<file path="config.mk">
export PLATFORM = sky130hd
export DESIGN_NAME = avalon16_read_master
export DESIGN_NICKNAME = d
export VERILOG_FILES = /design/src/rtl/avalon16_read_master_pkg.sv /design/src/rtl/avalon16_read_master_sync_fifo16.sv /design/src/rtl/avalon16_read_master.sv
export SDC_FILE = /design/constraint.sdc
export NUM_CORES = 1
export LEC_CHECK = 0
export ABC_AREA = 1
export BUFFER_PORTS_ARGS = -buffer_cell sky130_fd_sc_hd__buf_2
export CORE_MARGIN = 5
export CORE_UTILIZATION = 40
export DETAILED_ROUTE_END_ITERATION = 10
export GPL_TIMING_DRIVEN = 0
export PLACE_DENSITY = 0.7
export SLEW_MARGIN = 15
export SYNTH_ARGS = -nofsm -noshare
export SYNTH_HDL_FRONTEND = slang
export SYNTH_SLANG_ARGS = --single-unit
</file>
<file path="constraint.sdc">
create_clock -name clock -period 2.38 [get_ports clock]
set_input_delay 0.476 -clock clock [delete_from_list [all_inputs] [get_ports clock]]
set_output_delay 0.476 -clock clock [all_outputs]
set_load 0.05 [all_outputs]
</file>
<file path="src/rtl/avalon16_read_master_pkg.sv">
// Shared definitions for the avalon16_read_master block.
//   ST_*        : FSM state encodings (IDLE / ISSUE / DRAIN)
//   BYTEEN_FULL : byteenable for a full 16-bit access
//   WORD_BYTES  : byte stride between consecutive 16-bit words
package avalon16_read_master_pkg;

  typedef logic [1:0] state_t;

  localparam state_t ST_IDLE  = 2'd0;
  localparam state_t ST_ISSUE = 2'd1;
  localparam state_t ST_DRAIN = 2'd2;

  localparam logic [1:0] BYTEEN_FULL = 2'b11;
  localparam int         WORD_BYTES  = 2;

endpackage

</file>
<file path="src/rtl/avalon16_read_master_sync_fifo16.sv">
// sync_fifo16: single-clock show-ahead FIFO of 16-bit words.
//   clock, resetn : clock, asynchronous active-low reset
//   push/push_data: write a word (ignored only when full with no pop)
//   pop           : consume the head word (ignored when empty)
//   head          : current head word, 0 while empty
//   valid         : FIFO non-empty
//   count         : number of stored words (0..DEPTH)
module sync_fifo16 #(
  parameter  int DEPTH = 8,
  localparam int AW    = $clog2(DEPTH),
  localparam int CW    = AW + 1
) (
  input  logic          clock,
  input  logic          resetn,
  input  logic          push,
  input  logic [15:0]   push_data,
  input  logic          pop,
  output logic [15:0]   head,
  output logic          valid,
  output logic [CW-1:0] count
);

  logic [15:0]   mem [DEPTH];
  logic [AW-1:0] wr_ptr;
  logic [AW-1:0] rd_ptr;
  logic          do_push;
  logic          do_pop;

  assign do_pop  = pop && (count != '0);
  // A pop in the same cycle frees the slot, so push at full is still honoured.
  assign do_push = push && ((count != CW'(DEPTH)) || do_pop);

  assign valid = (count != '0);
  assign head  = valid ? mem[rd_ptr] : 16'h0000;

  always_ff @(posedge clock) begin
    if (do_push) begin
      mem[wr_ptr] <= push_data;
    end
  end

  always_ff @(posedge clock or negedge resetn) begin
    if (!resetn) begin
      wr_ptr <= '0;
      rd_ptr <= '0;
      count  <= '0;
    end else begin
      if (do_push) wr_ptr <= wr_ptr + 1'b1;
      if (do_pop)  rd_ptr <= rd_ptr + 1'b1;
      case ({do_push, do_pop})
        2'b10:   count <= count + 1'b1;
        2'b01:   count <= count - 1'b1;
        default: count <= count;
      endcase
    end
  end

endmodule

</file>
<file path="src/rtl/avalon16_read_master.sv">
// avalon16_read_master: fetches word_count 16-bit words starting at base_addr
// over Avalon-MM pipelined reads and streams them out through a local FIFO.
//   clock, resetn                 : clock, asynchronous active-low reset
//   start, base_addr, word_count  : command (sampled only when idle)
//   busy, done                    : status; done pulses when the last word lands
//   address, read, byteenable     : Avalon request side
//   readdata, waitrequest,
//   readdatavalid                 : Avalon response / flow control
//   out_data, out_valid, out_ready: output stream
//   state_dbg                     : current FSM state for observation
//
// Handshakes: an Avalon read transfers on a cycle with read=1 and
// waitrequest=0; address/read stay stable while waitrequest is high.
// A stream word transfers on a cycle with out_valid=1 and out_ready=1;
// out_valid/out_data never depend on out_ready.
module avalon16_read_master
  import avalon16_read_master_pkg::*;
#(
  parameter int ADDR_W      = 32,
  parameter int CNT_W       = 16,
  parameter int FIFO_DEPTH  = 8,
  parameter int MAX_PENDING = 4
) (
  input  logic              clock,
  input  logic              resetn,
  input  logic              start,
  input  logic [ADDR_W-1:0] base_addr,
  input  logic [CNT_W-1:0]  word_count,
  output logic              busy,
  output logic              done,
  output logic [ADDR_W-1:0] address,
  output logic              read,
  output logic [1:0]        byteenable,
  input  logic [15:0]       readdata,
  input  logic              waitrequest,
  input  logic              readdatavalid,
  output logic [15:0]       out_data,
  output logic              out_valid,
  input  logic              out_ready,
  output logic [1:0]        state_dbg
);

  localparam int PW  = $clog2(MAX_PENDING + 1);
  localparam int FCW = $clog2(FIFO_DEPTH) + 1;

  state_t           state;
  logic [CNT_W-1:0] count_q;
  logic [CNT_W-1:0] issued;
  logic [CNT_W-1:0] responded;
  logic [PW-1:0]    pending;
  logic [FCW-1:0]   fifo_count;
  logic [31:0]      occupancy;
  logic             credit;
  logic             accept;
  logic             rsp;
  logic             last_accept;
  logic             last_rsp;
  logic             unused_ok;

  // Bit 0 of the byte address is forced to zero (word aligned).
  assign unused_ok = base_addr[0];

  // Every slot that is either in flight or buffered is reserved in the FIFO,
  // so a response always finds room. During a stall neither term can grow,
  // hence read never drops mid-stall.
  assign occupancy = 32'(pending) + 32'(fifo_count);
  assign credit    = (occupancy < 32'(FIFO_DEPTH)) && (32'(pending) < 32'(MAX_PENDING));

  assign read        = (state == ST_ISSUE) && (issued != count_q) && credit;
  assign accept      = read && !waitrequest;
  // Responses are only meaningful while a transfer owns outstanding reads;
  // stale ones (e.g. after a reset) are dropped without touching counters.
  assign rsp         = readdatavalid && (state != ST_IDLE) && (pending != '0);
  assign last_accept = accept && ((issued + 1'b1) == count_q);
  assign last_rsp    = rsp && ((responded + 1'b1) == count_q);

  assign busy       = (state != ST_IDLE);
  assign byteenable = BYTEEN_FULL;
  assign state_dbg  = state;

  always_ff @(posedge clock or negedge resetn) begin
    if (!resetn) begin
      state     <= ST_IDLE;
      count_q   <= '0;
      issued    <= '0;
      responded <= '0;
      pending   <= '0;
      address   <= '0;
      done      <= 1'b0;
    end else begin
      done <= 1'b0;
      case (state)
        ST_IDLE: begin
          if (start) begin
            if (word_count != '0) begin
              state     <= ST_ISSUE;
              count_q   <= word_count;
              address   <= {base_addr[ADDR_W-1:1], 1'b0};
              issued    <= '0;
              responded <= '0;
            end else begin
              done <= 1'b1;
            end
          end
        end
        ST_ISSUE: begin
          if (last_accept) state <= ST_DRAIN;
        end
        ST_DRAIN: begin
          if (last_rsp) begin
            state <= ST_IDLE;
            done  <= 1'b1;
          end
        end
        default: state <= ST_IDLE;
      endcase

      // accept and rsp are both 0 in IDLE, so these never collide with the
      // command latch above.
      if (accept) begin
        address <= address + ADDR_W'(WORD_BYTES);
        issued  <= issued + 1'b1;
      end
      if (rsp) responded <= responded + 1'b1;

      case ({accept, rsp})
        2'b10:   pending <= pending + 1'b1;
        2'b01:   pending <= pending - 1'b1;
        default: pending <= pending;
      endcase
    end
  end

  sync_fifo16 #(
    .DEPTH (FIFO_DEPTH)
  ) u_fifo (
    .clock     (clock),
    .resetn    (resetn),
    .push      (rsp),
    .push_data (readdata),
    .pop       (out_valid && out_ready),
    .head      (out_data),
    .valid     (out_valid),
    .count     (fifo_count)
  );

endmodule
</file>
==> results of run 1 <==
==> worst max-delay path by stage <==
stage,start,cells after the start,to
after floorplan,u_fifo.count[1]$_DFFE_PN0P_,5,out_data[10]
after global placement,readdatavalid,5,u_fifo.mem[1][7]$_DFFE_PP_
after detailed placement,u_fifo.rd_ptr[0]$_DFFE_PN0P_,8,out_data[12]
after CTS,u_fifo.rd_ptr[0]$_DFFE_PN0P_,8,out_data[12]
after global routing,u_fifo.rd_ptr[0]$_DFFE_PN0P_,8,out_data[13]
final,u_fifo.rd_ptr[0]$_DFFE_PN0P_,8,out_data[0]
==> Yosys cell counts (all sizes together) <==
cell / count / area, um2
clkbuf: 32 / 121.4
a21oi: 18 / 90.09
a31oi: 17 / 106.4
o211ai: 3 / 22.52
nand3b: 7 / 52.55
dfrtp: 95 / 2377
nand4: 23 / 143.9
conb: 2 / 7.510
o22ai: 36 / 225.2
nand3: 84 / 452.9
nor2: 199 / 779.5
o21a: 1 / 7.510
fa: 2 / 40.04
ha: 11 / 137.6
xor2: 54 / 473.0
o21ai: 151 / 759.5
nand2: 284 / 1076
xnor2: 14 / 122.6
inv: 130 / 488.0
nor3: 16 / 85.08
a211oi: 1 / 7.510
or2: 1 / 6.260
edfxtp: 128 / 3844
a22oi: 1 / 7.510
buf: 16 / 95.09
nor3b: 1 / 7.510
==> through the flow <==
stage / hold WS (ns) / utilization
final: 0.1607 / 0.5122
after global routing: 0.1506 / 0.5122
after CTS: 0.1392 / 0.5028
after detailed placement: 0.4245 / 0.4503
after global placement: 0.4621 / 0.4468
after floorplan: 0.1804 / -
==> logic make-up (layout without fill, tap and decap cells) <==
group / count (synthesis) / after routing
xor gates and xnor gates: 68 / 68
other: 2 / 4
DFF: 223 / 223
adders and majority gates: 13 / 13
AOI/OAI and AO/OA: 228 / 228
buffers and inverters: 178 / 379
and+or+nand+nor: 615 / 615
==> power breakdown <==
group          total (mW)  switching, mW  internal (mW)
sequential           6.11           1.04           5.07
clock                4.10           1.60           2.49
combinational        10.3           6.60           3.68
==> timing repair <==
item | CTS | global route
gates resized for setup | 169 | 55
setup endpoints to repair | 85 | 77
cloned | 5 | 0
setup buffers | 11 | 16
pin swaps | 30 | 34
endpoints found under the hold margin | 39 | 0
hold buffers | 1 | 0
==> cell usage in the layout (no fill, tap or decap), drive strengths merged, types with 2 or more instances in the layout <==
cell      netlist  final
nand2         284    284
nor2          199    199
buf            16    171
o21ai         151    151
inv           130    131
edfxtp        128    128
dfrtp          95     95
nand3          84     84
clkbuf         32     61
xor2           54     54
o22ai          36     36
nand4          23     23
a21oi          18     18
a31oi          17     17
nor3           16     16
xnor2          14     14
ha             11     11
nand3b          7      7
bufinv          0      5
clkinvlp        0      5
clkinv          0      5
o211ai          3      3
conb            2      3
fa              2      2
==> area by class of cell <==
class / count / area, um2 / area share
well taps: 384 / 480.5 / 0.03277
repair buffers: 159 / 1116 / 0.07612
diodes: 1 / 2.502 / 0.0001707
flip-flops and latches: 223 / 6240 / 0.4256
clock inverters: 16 / 230.2 / 0.01570
inverters: 130 / 495.5 / 0.03379
plain buffers: 44 / 424.2 / 0.02893
multi-input cells: 927 / 5029 / 0.3430
clock buffers: 30 / 644.4 / 0.04395
==> registers in the layout, summed over array words and instances (netlist names) <==
| signal | cells |
|---|---|
| u_fifo.count | 4 |
| issued | 16 |
| u_fifo.wr_ptr | 3 |
| pending | 3 |
| done | 1 |
| state_dbg | 2 |
| count_q | 16 |
| u_fifo.mem | 128 |
| u_fifo.rd_ptr | 3 |
| responded | 16 |
| address | 31 |
==> worst reg2reg max path, stage by stage, from the launching register on <==
cell and delay, ns:
dfrtp_1 0.38, buf_4 0.15, ha_4 0.24, nand2_1 0.04, nor2_1 0.08, o21ai_1 0.06
nand3_1 0.08, inv_2 0.05, buf_4 0.14, nand3_4 0.08, ha_4 0.12, inv_2 0.04
fa_2 0.33, a21oi_1 0.14, o21ai_1 0.09, xor2_1 0.14
==> layer usage <==
layer	share of wire	track usage	vias to the layer above	routed length, um
li1	-	-	4815	-
met1	0.41	0.2402	4652	13380
met2	0.49	0.3223	382	15890
met3	0.063	0.02870	65	2055
met4	0.033	0.07650	0	1053
met5	0	0	-	0
==> metrics, run 1 <==
status=finished, violations left; violated checks=negative setup slack; Starting Density=0.4030; final period utilization=1.088; Power Total=20.48 mW; largest family of logic cells by synthesized area=simple AND/OR/NAND/NOR gates; pwr/cell area=1397 nW/um2; Mean Syn Cell Area=8.693 um2; Die ar.=32340 um2; crit end category=primary output; Final Hold Vio Count=0; Cells after Synth=~1.3k; clock skew=about 0.017 ns; dpl cells=~1.8k; Worst-path clk slew=0.06 ns; initial drt markers=slightly below 800; worst hold-check path type=in -> reg; core area=28630 um2; Vias/cell=a little over 5; max-cap violations=0; worst hold path startpoint=base_addr[6]; overflow left after global routing=0; Mapped Area=around 12000 um2; Max-slew headroom=0.5610; total track usage=0.1884; fin crit period=2.589 ns; Inserted Clock Buffers=25; Via Count=9914; antenna violations before repair=1; Synth Area in Simple Gates=0.2257; gpl congestion=0.9330; Setup Slack @ Placement=-0.3718 ns; net count of the finished layout=approximately 1.6k; row count=62; clock root buffer=clkbuf_16; CP max stage cell=dfrtp_2; CTS sink cnt=223; R2R Path End=pending[2]$_DFFE_PN0P_; DP HPWL=roughly 23000 um; Die Y=~180 um; H-tree depth=1; fraction of layout cells with a size suffix above 1=0.2276; synthesized flop and latch total=between 200 and 250; placed cell area=12890 um2; number of distinct library cells after synthesis=37; post-route setup TNS=-2.481 ns; critical path class=reg -> out; max frequency=~390 MHz; Worst VDD drop=0.8598 mV; port buffer count=121; worst r2r src=pending[1]$_DFFE_PN0P_; wire per inst=between 15 and 20 um; Adder-Cell Fraction of Synth Area=0.01540; final-report setup violation count=17; DRC Markers=0; r2r setup slk=0.09 ns; antenna viol nets, final=0; critical-path cell list=inv_4 > buf_8 > clkbuf_16 > nor2_2 > o22ai_1 > o21ai_1 > a31oi_2 > buf_6; final cell count without fillers=about 1.9k; Top Ports=126; Largest delay share family, worst path=buffers and inverters; synth warn=0; post-synthesis mux area share=0; leakage=just over 6 nW; CP max stage delay=between 0.4 and 0.5 ns; RSZ-0062 raised after global routing=yes; sequential share of the synthesized area=0.5393; max-slew violations=0; post-synthesis xor/xnor area fraction=0.05163; WP data required=1.90 ns; Skew-Pair Late Insertion Delay=0.54 ns; fillers=2552; setup ws final=-0.2085 ns; Clock Path Buffers=3; Hold Path End=address[6]$_DFFE_PN0P_; CP Buf/Inv Count=4; CTS tree=done; CP max FO=5; crit path DAT=~2.1 ns; Syn-to-layout area delta=27.09%; reg2reg path depth=15; Synth Area in Compound Gates=0.1063; drt first pass iters=5; vias in the first global route=~9.6k; Design Area, Final=14660 um2; number of cells on the worst hold path=3; final WL=roughly 32000 um; worst-margin pin slew=around 0.66 ns; DIE WIDTH=179.8 um; first-pass GRT wire length=50140 um; type of origin of the critical path=register; largest net degree at the start of global routing=57
(Power assumes the default switching activity.)
==> inputs of run 2 (changes only) <==
--- a/config.mk
+++ b/config.mk
@@ -11,8 +11,6 @@
 export CORE_UTILIZATION = 40
 export DETAILED_ROUTE_END_ITERATION = 10
 export GPL_TIMING_DRIVEN = 0
-export PLACE_DENSITY = 0.7
-export SLEW_MARGIN = 15
 export SYNTH_ARGS = -nofsm -noshare
 export SYNTH_HDL_FRONTEND = slang
 export SYNTH_SLANG_ARGS = --single-unit
==> metrics, run 2 (synthesized netlist as in run 1, its figures left out) <==
status=finished, violations left (unchanged); violated checks=negative setup slack (unchanged); final WL=33250 um (was 32380 um); worst hold-check path type=in -> reg (unchanged); DRC Markers=0 (unchanged); gpl congestion=0.8941 (was 0.9330); CP max FO=5 (unchanged); fin crit period=2.603 ns (was 2.589 ns); worst-margin pin slew=0.6341 ns (was 0.6585 ns); commonest non-fill, non-tap cell in the layout=nand2_1 (unchanged); first-pass GRT wire length=52830 um (was 50140 um); r2r setup slk=0.09 ns (about the same); leakage=6.200 nW (was 6.154 nW); CP max stage delay=0.41 ns (was 0.45 ns); CP Launch Point=u_fifo.rd_ptr[0]$_DFFE_PN0P_ (unchanged); Die ar.=32340 um2 (unchanged); CP max stage cell=dfrtp_1 (was dfrtp_2); overflow left after global routing=0 (unchanged); Top Ports=126 (unchanged); dpl cells=1838 (unchanged); Worst VDD drop=0.8162 mV (was 0.8598 mV); total track usage=0.1996 (was 0.1884); CTS tree=done (unchanged); Largest register FFs=128 (unchanged); DP HPWL=22810 um (was 22550 um); Vias/cell=5.127 (was 5.180); biggest regs=u_fifo.mem (128), address (31) (unchanged); Clock Path Buffers=3 (unchanged); reg2reg path depth=15 (unchanged); worst hold path startpoint=base_addr[2] (was base_addr[6]); Worst path most repeated cell=buf_6; Worst Setup EP=out_data[5] (was out_data[0]); clock skew=0.02443 ns (was 0.01721 ns); most frequent cells in the layout=276 x nand2_1, 169 x nor2_1, 128 x edfxtp_1, 119 x inv_1, 110 x buf_2 (was 276 x nand2_1, 165 x nor2_1, 128 x edfxtp_1, 116 x inv_1, 111 x buf_2); critical path class=reg -> out (unchanged); CTS sink cnt=223 (unchanged); Max-slew headroom=0.5772 (was 0.5610); max frequency=384.2 MHz (was 386.3 MHz); port buffer count=121 (unchanged); crit path DAT=2.13 ns (was 2.11 ns); worst r2r src=pending[1]$_DFFE_PN0P_ (unchanged); antenna viol nets, final=0 (unchanged); critical-path cell list=inv_2 > buf_8 > clkbuf_16 > buf_6 > nor2_2 > o22ai_2 > o21ai_2 > a31oi_2 > buf_6 (was inv_4 > buf_8 > clkbuf_16 > nor2_2 > o22ai_1 > o21ai_1 > a31oi_2 > buf_6); final hold slack=0.1579 ns (was 0.1607 ns); R2R Path End=pending[2]$_DFFE_PN0P_ (unchanged); pwr/cell area=1391 nW/um2 (was 1397 nW/um2); setup ws final=-0.2230 ns (was -0.2085 ns); drt first pass iters=5 (unchanged); Final Hold Vio Count=0 (unchanged); register with the most flip-flops=u_fifo.mem (unchanged); final cell count without fillers=1914 (unchanged); Power Total=20.46 mW (was 20.48 mW); largest net degree at the start of global routing=59 (was 57); type of origin of the critical path=register (unchanged); Util after Layout=0.5136 (was 0.5122); WP data required=1.90 ns (about the same); final period utilization=1.094 (was 1.088); antenna violations before repair=0 (was 1); net count of the finished layout=1593 (unchanged); Inserted Clock Buffers=26 (was 25); wire per inst=17.37 um (was 16.91 um); Starting Density=0.4030 (unchanged); Die Y=179.8 um (unchanged); Setup Slack @ Placement=-0.4208 ns (was -0.3718 ns); Syn-to-layout area delta=27.43% (was 27.09%); final-report setup violation count=17 (unchanged); Via Count=9813 (was 9914); Antenna diodes=0 (was 1); row count=62 (unchanged); clock root buffer=clkbuf_16 (unchanged); core area=28630 um2 (unchanged); RSZ-0062 raised after global routing=yes (unchanged); max-cap violations=0 (unchanged); fraction of layout cells with a size suffix above 1=0.2307 (was 0.2276); Skew-Pair Late Insertion Delay=0.54 ns (about the same); H-tree depth=1 (unchanged); crit end category=primary output (unchanged); vias in the first global route=9775 (was 9583); DIE WIDTH=179.8 um (unchanged); initial drt markers=546 (was 783); max-slew violations=0 (unchanged); Worst-path clk slew=0.06 ns (about the same)
run 2: cell count changes in the layout (fill, tap and decap cells not counted), moves of 4 or more:
cell	before	now
o21ai_2	5	19
o21ai_0	89	76
buf_4	32	25
buf_6	19	24
clkbuf_16	31	36
clkinv_1	2	7
clkinvlp_4	5	0
nor2_2	24	19
o22ai_1	32	27
o22ai_2	4	9
bufinv_16	5	1
nor2_1	165	169
run 2: critical path, delay by kind of cell (launching register included):
family | cells | cell delay [ns]
DFF | 1 | 0.41
AOI/OAI and AO/OA | 3 | 0.47
and+or+nand+nor | 1 | 0.03
buffers and inverters | 5 | 0.68
run 2: area by class of cell:
cell class / instances / area, um2
inverters: 130 / 495.5
multi-input cells: 927 / 5065
fillers: 2660 / 13920
plain buffers: 45 / 475.5
clock buffers: 32 / 693.2
clock inverters: 16 / 125.1
well taps: 384 / 480.5
repair buffers: 157 / 1127
flip-flops and latches: 223 / 6238
run 2: repair_timing:
item,4_1_cts,5_1_grt
endpoints found under the hold margin,37,0
endpoints found under the setup margin,85,75
cloned,4,0
buffers inserted,22,5
hold buffers,1,0
gates resized for setup,206,46
pin swaps,35,30
run 2: per-layer routing:
metal,GRT usage,part of all wire
met3,0.02809,0.051
met5,0,0
met1,0.2669,0.44
met4,0.04998,0.021
met2,0.3442,0.48
run 2: power breakdown:
| group | leakage (nW) | switching (mW) | internal [mW] | total (mW) |
|---|---|---|---|---|
| registers | 2.35 | 1.01 | 5.07 | 6.09 |
| logic | 3.45 | 6.72 | 3.85 | 10.6 |
| clock network | 0.402 | 1.62 | 2.19 | 3.81 |
| total | 6.20 | 9.35 | 11.1 | 20.5 |
run 2: stage by stage:
step	cell area [um2]	TNS, ns
3_3_place_gp	12790	-78.74
5_1_grt	14700	-3.910
3_5_place_dp	12900	-23.01
2_1_floorplan	11700	-1.058
4_1_cts	14540	-2.632
6_report	14700	-2.374
run 2: worst min-delay path by stage:
stage / cells after the start / end / slack, ns
5_1_grt: 3 / address[2]$_DFFE_PN0P_ / 0.16
2_1_floorplan: 0 / address[10]$_DFFE_PN0P_ / 0.18
6_report: 3 / address[2]$_DFFE_PN0P_ / 0.16
4_1_cts: 3 / address[2]$_DFFE_PN0P_ / 0.13
3_5_place_dp: 1 / pending[0]$_DFFE_PN0P_ / 0.46
3_3_place_gp: 1 / pending[0]$_DFFE_PN0P_ / 0.47
